`src/rtl/spi_sched_pkg.sv`:
```
// -----------------------------------------------------------------------------
// spi_sched_pkg
// Shared definitions for the SPI transaction sequencer:
//   - SPI master register map (STATUS, DATA_OUT, DATA_IN, CTRL)
//   - CTRL / STATUS bit positions
//   - sequencer state encoding
//   - helper to build the CTRL byte
// -----------------------------------------------------------------------------
package spi_sched_pkg;

    // SPI master register addresses
    localparam logic [3:0] ADDR_STATUS   = 4'd0;
    localparam logic [3:0] ADDR_DATA_OUT = 4'd1;
    localparam logic [3:0] ADDR_DATA_IN  = 4'd2;
    localparam logic [3:0] ADDR_CTRL     = 4'd3;

    // CTRL: MODE in [1:0], slave select in [2]
    localparam int CTRL_MODE_LSB = 0;
    localparam int CTRL_SS_BIT   = 2;

    // STATUS: shift-in-progress flag
    localparam int STATUS_BUSY_BIT = 0;

    typedef enum logic [3:0] {
        ST_IDLE    = 4'd0,
        ST_SEL     = 4'd1,
        ST_WAIT_TX = 4'd2,
        ST_WR      = 4'd3,
        ST_POLL    = 4'd4,
        ST_CHK     = 4'd5,
        ST_RDI     = 4'd6,
        ST_CAP     = 4'd7,
        ST_REL     = 4'd8
    } state_t;

    // CTRL write data: {5'b0, SS, MODE}
    function automatic logic [7:0] ctrl_byte(input logic ss, input logic [1:0] mode);
        logic [7:0] v;
        v = 8'h00;
        v[CTRL_SS_BIT] = ss;
        v[CTRL_MODE_LSB +: 2] = mode;
        return v;
    endfunction

endpackage

```
`src/rtl/spi_sched_rr_arb2.sv`:
```
// -----------------------------------------------------------------------------
// rr_arb2
// Two-input round-robin arbiter. The grant output is combinational from the
// request vector and a registered last-served pointer; the pointer only moves
// when the owner releases the bus (i_upd), so a grant is stable for a whole
// transaction.
// Ports:
//   i_clk, i_rst_n   clock, asynchronous active-low reset
//   i_req[1:0]       request per requester
//   i_upd            pulse: record i_upd_idx as last served
//   i_upd_idx        index of the requester just served
//   o_gnt[1:0]       one-hot pick (0 when no request)
// -----------------------------------------------------------------------------
module rr_arb2 (
    input  logic       i_clk,
    input  logic       i_rst_n,
    input  logic [1:0] i_req,
    input  logic       i_upd,
    input  logic       i_upd_idx,
    output logic [1:0] o_gnt
);

    // Reset to "req1 served last" so a simultaneous request favours req0.
    logic r_last;

    always_ff @(posedge i_clk or negedge i_rst_n) begin
        if (!i_rst_n) begin
            r_last <= 1'b1;
        end else if (i_upd) begin
            r_last <= i_upd_idx;
        end
    end

    always_comb begin
        o_gnt = 2'b00;
        if (&i_req) begin
            o_gnt = r_last ? 2'b01 : 2'b10;
        end else begin
            o_gnt = i_req;  // zero or one bit set
        end
    end

endmodule

```
`src/rtl/spi_sched.sv`:
```
// -----------------------------------------------------------------------------
// spi_sched
// Transaction sequencer and two-way arbiter in front of an SPI master register
// bus. One requester owns the SPI master from slave-select assert to deassert.
// Per byte: write DATA_OUT, poll STATUS until idle, read DATA_IN, hand the
// byte back to the owner.
//
// Optional build macro: SPI_SCHED_TIMEOUT_EN
//   defined   - abort a byte after POLL_TIMEOUT busy polls, set sticky o_err
//   undefined - poll forever, o_err tied 0
//
// Ports:
//   i_clk, i_rst_n            clock, asynchronous active-low reset
//   i_req[1:0]                transaction request per requester
//   i_mode[3:0]               SPI mode ([1:0] req0, [3:2] req1)
//   o_gnt[1:0]                one-hot grant
//   i_tx_valid/i_tx_last[1:0] tx byte valid / last-byte flag per requester
//   i_tx_data[15:0]           tx byte ([7:0] req0, [15:8] req1)
//   o_tx_ready[1:0]           tx byte accepted (WAIT_TX only)
//   o_rx_valid[1:0]           one-cycle pulse, o_rx_data belongs to requester
//   o_rx_data[7:0]            received byte
//   o_busy                    transaction in progress
//   o_err                     sticky poll timeout
//   o_spi_en/o_spi_wr         SPI master register strobe / direction
//   o_spi_addr[3:0]           SPI master register address
//   o_spi_wdata[7:0]          SPI master write data
//   i_spi_rdata[7:0]          SPI master read data, one cycle after read strobe
// -----------------------------------------------------------------------------
module spi_sched
    import spi_sched_pkg::*;
#(
    parameter int POLL_TIMEOUT = 4096,
    parameter int TO_W         = 13
) (
    input  logic        i_clk,
    input  logic        i_rst_n,
    input  logic [1:0]  i_req,
    input  logic [3:0]  i_mode,
    output logic [1:0]  o_gnt,
    input  logic [1:0]  i_tx_valid,
    input  logic [15:0] i_tx_data,
    input  logic [1:0]  i_tx_last,
    output logic [1:0]  o_tx_ready,
    output logic [1:0]  o_rx_valid,
    output logic [7:0]  o_rx_data,
    output logic        o_busy,
    output logic        o_err,
    output logic        o_spi_en,
    output logic        o_spi_wr,
    output logic [3:0]  o_spi_addr,
    output logic [7:0]  o_spi_wdata,
    input  logic [7:0]  i_spi_rdata
);

    state_t      r_state;
    state_t      w_state_next;
    logic [1:0]  r_gnt;
    logic        r_gidx;
    logic        r_busy;
    logic        r_tx_last;
    logic        r_spi_en;
    logic        r_spi_wr;
    logic [3:0]  r_spi_addr;
    logic [7:0]  r_spi_wdata;

    logic [1:0]  w_pick;
    logic        w_gidx;     // owner index valid on the IDLE->SEL edge too
    logic [1:0]  w_mode;
    logic [7:0]  w_tx_byte;
    logic        w_spi_en;
    logic        w_spi_wr;
    logic [3:0]  w_spi_addr;
    logic [7:0]  w_spi_wdata;
    logic        w_busy_bit;

    rr_arb2 u_arb (
        .i_clk     (i_clk),
        .i_rst_n   (i_rst_n),
        .i_req     (i_req),
        .i_upd     (r_state == ST_REL),
        .i_upd_idx (r_gidx),
        .o_gnt     (w_pick)
    );

    assign w_gidx     = (r_state == ST_IDLE) ? w_pick[1] : r_gidx;
    assign w_mode     = w_gidx ? i_mode[3:2] : i_mode[1:0];
    assign w_tx_byte  = w_gidx ? i_tx_data[15:8] : i_tx_data[7:0];
    assign w_busy_bit = i_spi_rdata[STATUS_BUSY_BIT];

`ifdef SPI_SCHED_TIMEOUT_EN
    logic [TO_W-1:0] r_poll_cnt;
    logic            r_err;
    logic            w_timeout;
`else
    // Timeout sizing is meaningless without the timeout logic.
    wire w_unused_cfg = (POLL_TIMEOUT > 0) && (TO_W > 0);
`endif

    // ---------------- state register ----------------
    always_ff @(posedge i_clk or negedge i_rst_n) begin
        if (!i_rst_n) begin
            r_state <= ST_IDLE;
        end else begin
            r_state <= w_state_next;
        end
    end

    // ---------------- next state and strobe decode ----------------
    always_comb begin
        w_state_next = r_state;
`ifdef SPI_SCHED_TIMEOUT_EN
        w_timeout    = 1'b0;
`endif
        case (r_state)
            ST_IDLE:    if (|i_req) w_state_next = ST_SEL;
            ST_SEL:     w_state_next = ST_WAIT_TX;
            ST_WAIT_TX: begin
                if (i_tx_valid[r_gidx]) begin
                    w_state_next = ST_WR;
                end else if (!i_req[r_gidx]) begin
                    w_state_next = ST_REL;
                end
            end
            ST_WR:      w_state_next = ST_POLL;
            ST_POLL:    w_state_next = ST_CHK;
            ST_CHK: begin
                if (w_busy_bit) begin
`ifdef SPI_SCHED_TIMEOUT_EN
                    // This CHK is busy poll number r_poll_cnt+1.
                    if (r_poll_cnt == TO_W'(POLL_TIMEOUT - 1)) begin
                        w_state_next = ST_REL;
                        w_timeout    = 1'b1;
                    end else begin
                        w_state_next = ST_POLL;
                    end
`else
                    w_state_next = ST_POLL;
`endif
                end else begin
                    w_state_next = ST_RDI;
                end
            end
            ST_RDI:     w_state_next = ST_CAP;
            ST_CAP: begin
                if (r_tx_last || !i_req[r_gidx]) begin
                    w_state_next = ST_REL;
                end else begin
                    w_state_next = ST_WAIT_TX;
                end
            end
            ST_REL:     w_state_next = ST_IDLE;
            default:    w_state_next = ST_IDLE;
        endcase
    end

    // Strobes are decoded from the next state and registered, so each strobe
    // is visible exactly during the state that issues it.
    always_comb begin
        w_spi_en    = 1'b0;
        w_spi_wr    = 1'b0;
        w_spi_addr  = 4'd0;
        w_spi_wdata = 8'd0;
        case (w_state_next)
            ST_SEL: begin
                w_spi_en    = 1'b1;
                w_spi_wr    = 1'b1;
                w_spi_addr  = ADDR_CTRL;
                w_spi_wdata = ctrl_byte(1'b1, w_mode);
            end
            ST_WR: begin
                w_spi_en    = 1'b1;
                w_spi_wr    = 1'b1;
                w_spi_addr  = ADDR_DATA_OUT;
                w_spi_wdata = w_tx_byte;
            end
            ST_POLL: begin
                w_spi_en    = 1'b1;
                w_spi_addr  = ADDR_STATUS;
            end
            ST_RDI: begin
                w_spi_en    = 1'b1;
                w_spi_addr  = ADDR_DATA_IN;
            end
            ST_REL: begin
                w_spi_en    = 1'b1;
                w_spi_wr    = 1'b1;
                w_spi_addr  = ADDR_CTRL;
                w_spi_wdata = ctrl_byte(1'b0, w_mode);
            end
            default: ;
        endcase
    end

    // ---------------- datapath registers ----------------
    always_ff @(posedge i_clk or negedge i_rst_n) begin
        if (!i_rst_n) begin
            r_gnt       <= 2'b00;
            r_gidx      <= 1'b0;
            r_busy      <= 1'b0;
            r_tx_last   <= 1'b0;
            r_spi_en    <= 1'b0;
            r_spi_wr    <= 1'b0;
            r_spi_addr  <= 4'd0;
            r_spi_wdata <= 8'd0;
        end else begin
            r_spi_en    <= w_spi_en;
            r_spi_wr    <= w_spi_wr;
            r_spi_addr  <= w_spi_addr;
            r_spi_wdata <= w_spi_wdata;

            if (w_state_next == ST_IDLE) begin
                r_gnt  <= 2'b00;
                r_busy <= 1'b0;
            end else if (r_state == ST_IDLE) begin
                r_gnt  <= w_pick;
                r_gidx <= w_pick[1];
                r_busy <= 1'b1;
            end

            if (r_state == ST_WAIT_TX && w_state_next == ST_WR) begin
                r_tx_last <= i_tx_last[r_gidx];
            end
        end
    end

`ifdef SPI_SCHED_TIMEOUT_EN
    always_ff @(posedge i_clk or negedge i_rst_n) begin
        if (!i_rst_n) begin
            r_poll_cnt <= '0;
            r_err      <= 1'b0;
        end else begin
            if (w_state_next == ST_WR) begin
                r_poll_cnt <= '0;
            end else if (r_state == ST_CHK && w_busy_bit) begin
                r_poll_cnt <= r_poll_cnt + 1'b1;
            end

            if (w_state_next == ST_SEL) begin
                r_err <= 1'b0;
            end else if (w_timeout) begin
                r_err <= 1'b1;
            end
        end
    end
    assign o_err = r_err;
`else
    assign o_err = 1'b0;
`endif

    // ---------------- outputs ----------------
    assign o_gnt       = r_gnt;
    assign o_busy      = r_busy;
    assign o_tx_ready  = (r_state == ST_WAIT_TX) ? r_gnt : 2'b00;
    assign o_rx_valid  = (r_state == ST_CAP) ? r_gnt : 2'b00;
    assign o_rx_data   = (r_state == ST_CAP) ? i_spi_rdata : 8'd0;
    assign o_spi_en    = r_spi_en;
    assign o_spi_wr    = r_spi_wr;
    assign o_spi_addr  = r_spi_addr;
    assign o_spi_wdata = r_spi_wdata;

endmodule

```
`config.mk`:
```
export PLATFORM = sky130hd
export DESIGN_NAME = spi_sched
export DESIGN_NICKNAME = d
export VERILOG_FILES = /design/src/rtl/spi_sched_pkg.sv /design/src/rtl/spi_sched_rr_arb2.sv /design/src/rtl/spi_sched.sv
export SDC_FILE = /design/constraint.sdc
export NUM_CORES = 1
export LEC_CHECK = 0
export CAP_MARGIN = 20
export CORE_MARGIN = 3
export CORE_UTILIZATION = 40
export CTS_BUF_LIST = sky130_fd_sc_hd__clkbuf_4 sky130_fd_sc_hd__clkbuf_8
export DETAILED_ROUTE_END_ITERATION = 10
export PLACE_DENSITY = 0.9
export SYNTH_ARGS = -nofsm -noshare
export SYNTH_HDL_FRONTEND = slang
export SYNTH_SLANG_ARGS = --single-unit
```
`constraint.sdc`:
```
create_clock -name i_clk -period 3.6 [get_ports i_clk]
set_input_delay 0.54 -clock i_clk [delete_from_list [all_inputs] [get_ports i_clk]]
set_output_delay 0.54 -clock i_clk [all_outputs]
set_load 0.1 [all_outputs]
```
==> impl_metrics.toml <==
[run_status]
outcome = "complete, no violations"

[power]
p_leak_nw = 0.879
vdd_drop_max_mv = 0.528
power.density_nw_per_um2 = 915

[worst_setup_path]
cp.buffers_inverters = 1
startpoint_type = "register"
crit_chain = "nor4b_2 > and2_1 > buf_4"
crit_family = "simple AND/OR/NAND/NOR gates"
slowest_delay_ps = 630
crit_cells = 3
critPathArrivalTime_ps = 1910
endpoint_kind = "output pin"
crit_slowest_cell = "dfrtp_1"
r2r_cells = 5
critical_path_class = "reg -> out"
worst_ep_required_time_ps = 3060
worstPathMaxFanout = 11

[floorplan]
die_y_um = 63.3
rows = 20
fp.dieW_um = 63.3
initial_core_util_pct = 42.6
die_area_um2 = 4000
coreArea_um2 = 3080
io-pin-count = 66

[timing]
max_freq_mhz = 408
drv_slew = 0
finalCritPeriodShare_pct = 68.1
fin_skew_ps = 2.64
fin_crit_ps = 2450
setup_viol = 0
max_slew_margin_pct = 33.6
final_hold_viol_count = 0
grt_setup_unrepaired = "false"
setup_tns_ps = 0
worstMarginPinSlew_ps = 992

[detailed_routing]
drt_pass1_iterations = 4
avgViaCountPerCell = 5.01
antenna_left = 0
wl_per_cell_um = 14.5
routed_wl_um = 3310
drc = 0
drt-initial-drc-count = 30
vias = 1148

[cts]
path_clk_slew_ps = 120
worstSkewPairLatency_ps = 300
ctsHoldBuffers = 0
cts_buffer_depth = 2
cts-root-buf = "clkbuf_4"
cts.htree.levels = 1
cts_buffers = 3
post_cts_buffers = 0
tritoncts = "done"
clock_sinks = 22
ctsResizeCount = 0

[cells_and_area]
syn2layout_area_growth_pct = 47.5
drive_above_1_share_pct = 16.8
stdcell_count = 229
diodes = 0
nNetsFinal = 222
layout_common_cells = "50 x clkdlybuf4s50_1, 21 x dfrtp_1, 13 x mux2i_1"
final_common_cell = "clkdlybuf4s50_1"

[place]
io_buffers = 62
dpl.cell_count = 224
hpwl_um = 2690
gp_congestion = 0.887

[logic_synthesis]
syn_area_um2 = 1310
synth_edf_count = 0
synth_warnings = 0
ys_async_sr_fraction_pct = 100
ys_seq_area_share_pct = 42.1
syn_area_per_cell_um2 = 10.3
ys.flop_type = "dfrtp_1"
syn_inst = 127
ys_types = 38
ys_ff_latch = 22

[worst_hold_path]
hold_class = "in -> async"

[job]
maxCapViolations = 0

[global_route]
grt_max_degree = 23
globalRouteOverflowTotal = 0
antenna_found_initial = 0
grt_pass1_vias = 1191
grt.total_usage_pct = 17.3
grt_pass1_wl_um = 5460
## sequential cells by signal, summed over array words and instances (netlist names)
| register | flops |
|---|---|
| o_spi_addr | 2 |
| o_spi_wdata | 8 |
| o_busy | 1 |
| r_state | 4 |
| r_gidx | 1 |
| r_tx_last | 1 |
| o_gnt | 2 |
| u_arb.r_last | 1 |
| o_spi_wr | 1 |
| o_spi_en | 1 |
## layer usage
metal / global-route usage, % / part of all wire (%) / vias up
li1: - / - / 548
met5: 0 / 0 / -
met4: 7.28 / 0.79 / 0
met1: 18.8 / 37 / 538
met3: 6.77 / 13 / 2
met2: 29.9 / 49 / 60
## power by group
| group | total [mW] | leakage (nW) | internal [mW] | switching (mW) |
|---|---|---|---|---|
| logic | 1.18 | 0.573 | 0.377 | 0.798 |
| clock network | 0.134 | 0.0210 | 0.0617 | 0.0727 |
| registers | 0.461 | 0.285 | 0.339 | 0.121 |
## worst paths after layout
| check | startpoint | endpoint | slack, ps |
|---|---|---|---|
| min in group i_clk | u_arb.r_last$_DFFE_PN1N_ | u_arb.r_last$_DFFE_PN1N_ | 500 |
| max reg2reg | r_state[1]$_DFF_PN0_ | r_gidx$_DFFE_PN0N_ | 1610 |
| min reg2reg | u_arb.r_last$_DFFE_PN1N_ | u_arb.r_last$_DFFE_PN1N_ | 500 |
| max in group asynchronous | i_rst_n | u_arb.r_last$_DFFE_PN1N_ | 2740 |
| max | r_state[1]$_DFF_PN0_ | o_tx_ready[1] | 1150 |
| min | i_rst_n | o_spi_wdata[0]$_DFF_PN0_ | 430 |
## worst reg2reg max path: stages (launching register included)
cell	delay (ps)
dfrtp_1	630
nor4b_2	490
a21oi_1	160
o21a_2	280
nor3b_4	180
mux2i_1	140
## area by class of cell
cell class                 count  area [um2]
timing repair buffer          63         618
clock buffer                   4        36.3
fill                         255        1140
inverter                       3        11.3
tap                           44        55.1
multi-input combinational     93         662
sequential                    22         552
## cell families after synthesis
logic type / share of synthesized area [%]
simple gates: 25.4
compound gates: 11.9
flops: 42.1
other cells: 0.286
buf+inv: 8.02
mux: 11.0
xor+xnor: 1.34
## Yosys cell counts, types with 2 or more instances
| cell type | count | area, um2 |
|---|---|---|
| mux2i_1 | 13 | 130 |
| o22ai_1 | 2 | 12.5 |
| and2_1 | 12 | 75.1 |
| nand3_1 | 4 | 20.0 |
| buf_4 | 4 | 30.0 |
| nand2_1 | 12 | 45.0 |
| nand2b_1 | 2 | 12.5 |
| nor3_1 | 2 | 10.0 |
| nor2_1 | 12 | 45.0 |
| a21oi_1 | 6 | 30.0 |
| clkbuf_1 | 2 | 7.51 |
| xor2_1 | 2 | 17.5 |
| buf_6 | 5 | 56.3 |
| inv_1 | 3 | 11.3 |
| dfrtp_1 | 21 | 526 |
| o21ai_0 | 3 | 15.0 |
## per-stage QoR
step | power (mW) | util, % | hold WS [ps] | worst slack [ps] | instance area (um2)
finish | 1.77 | 62.8 | 430 | 1150 | 1930
global route | 1.87 | 62.8 | 408 | 1000 | 1930
CTS | 1.77 | 62.0 | 508 | 1130 | 1910
detailed placement | 1.64 | 60.8 | 489 | 1340 | 1870
global placement | 1.61 | 60.8 | 482 | 1450 | 1870
floorplan | 1.43 | - | 244 | 1270 | 1320
(Power assumes the default switching activity.)
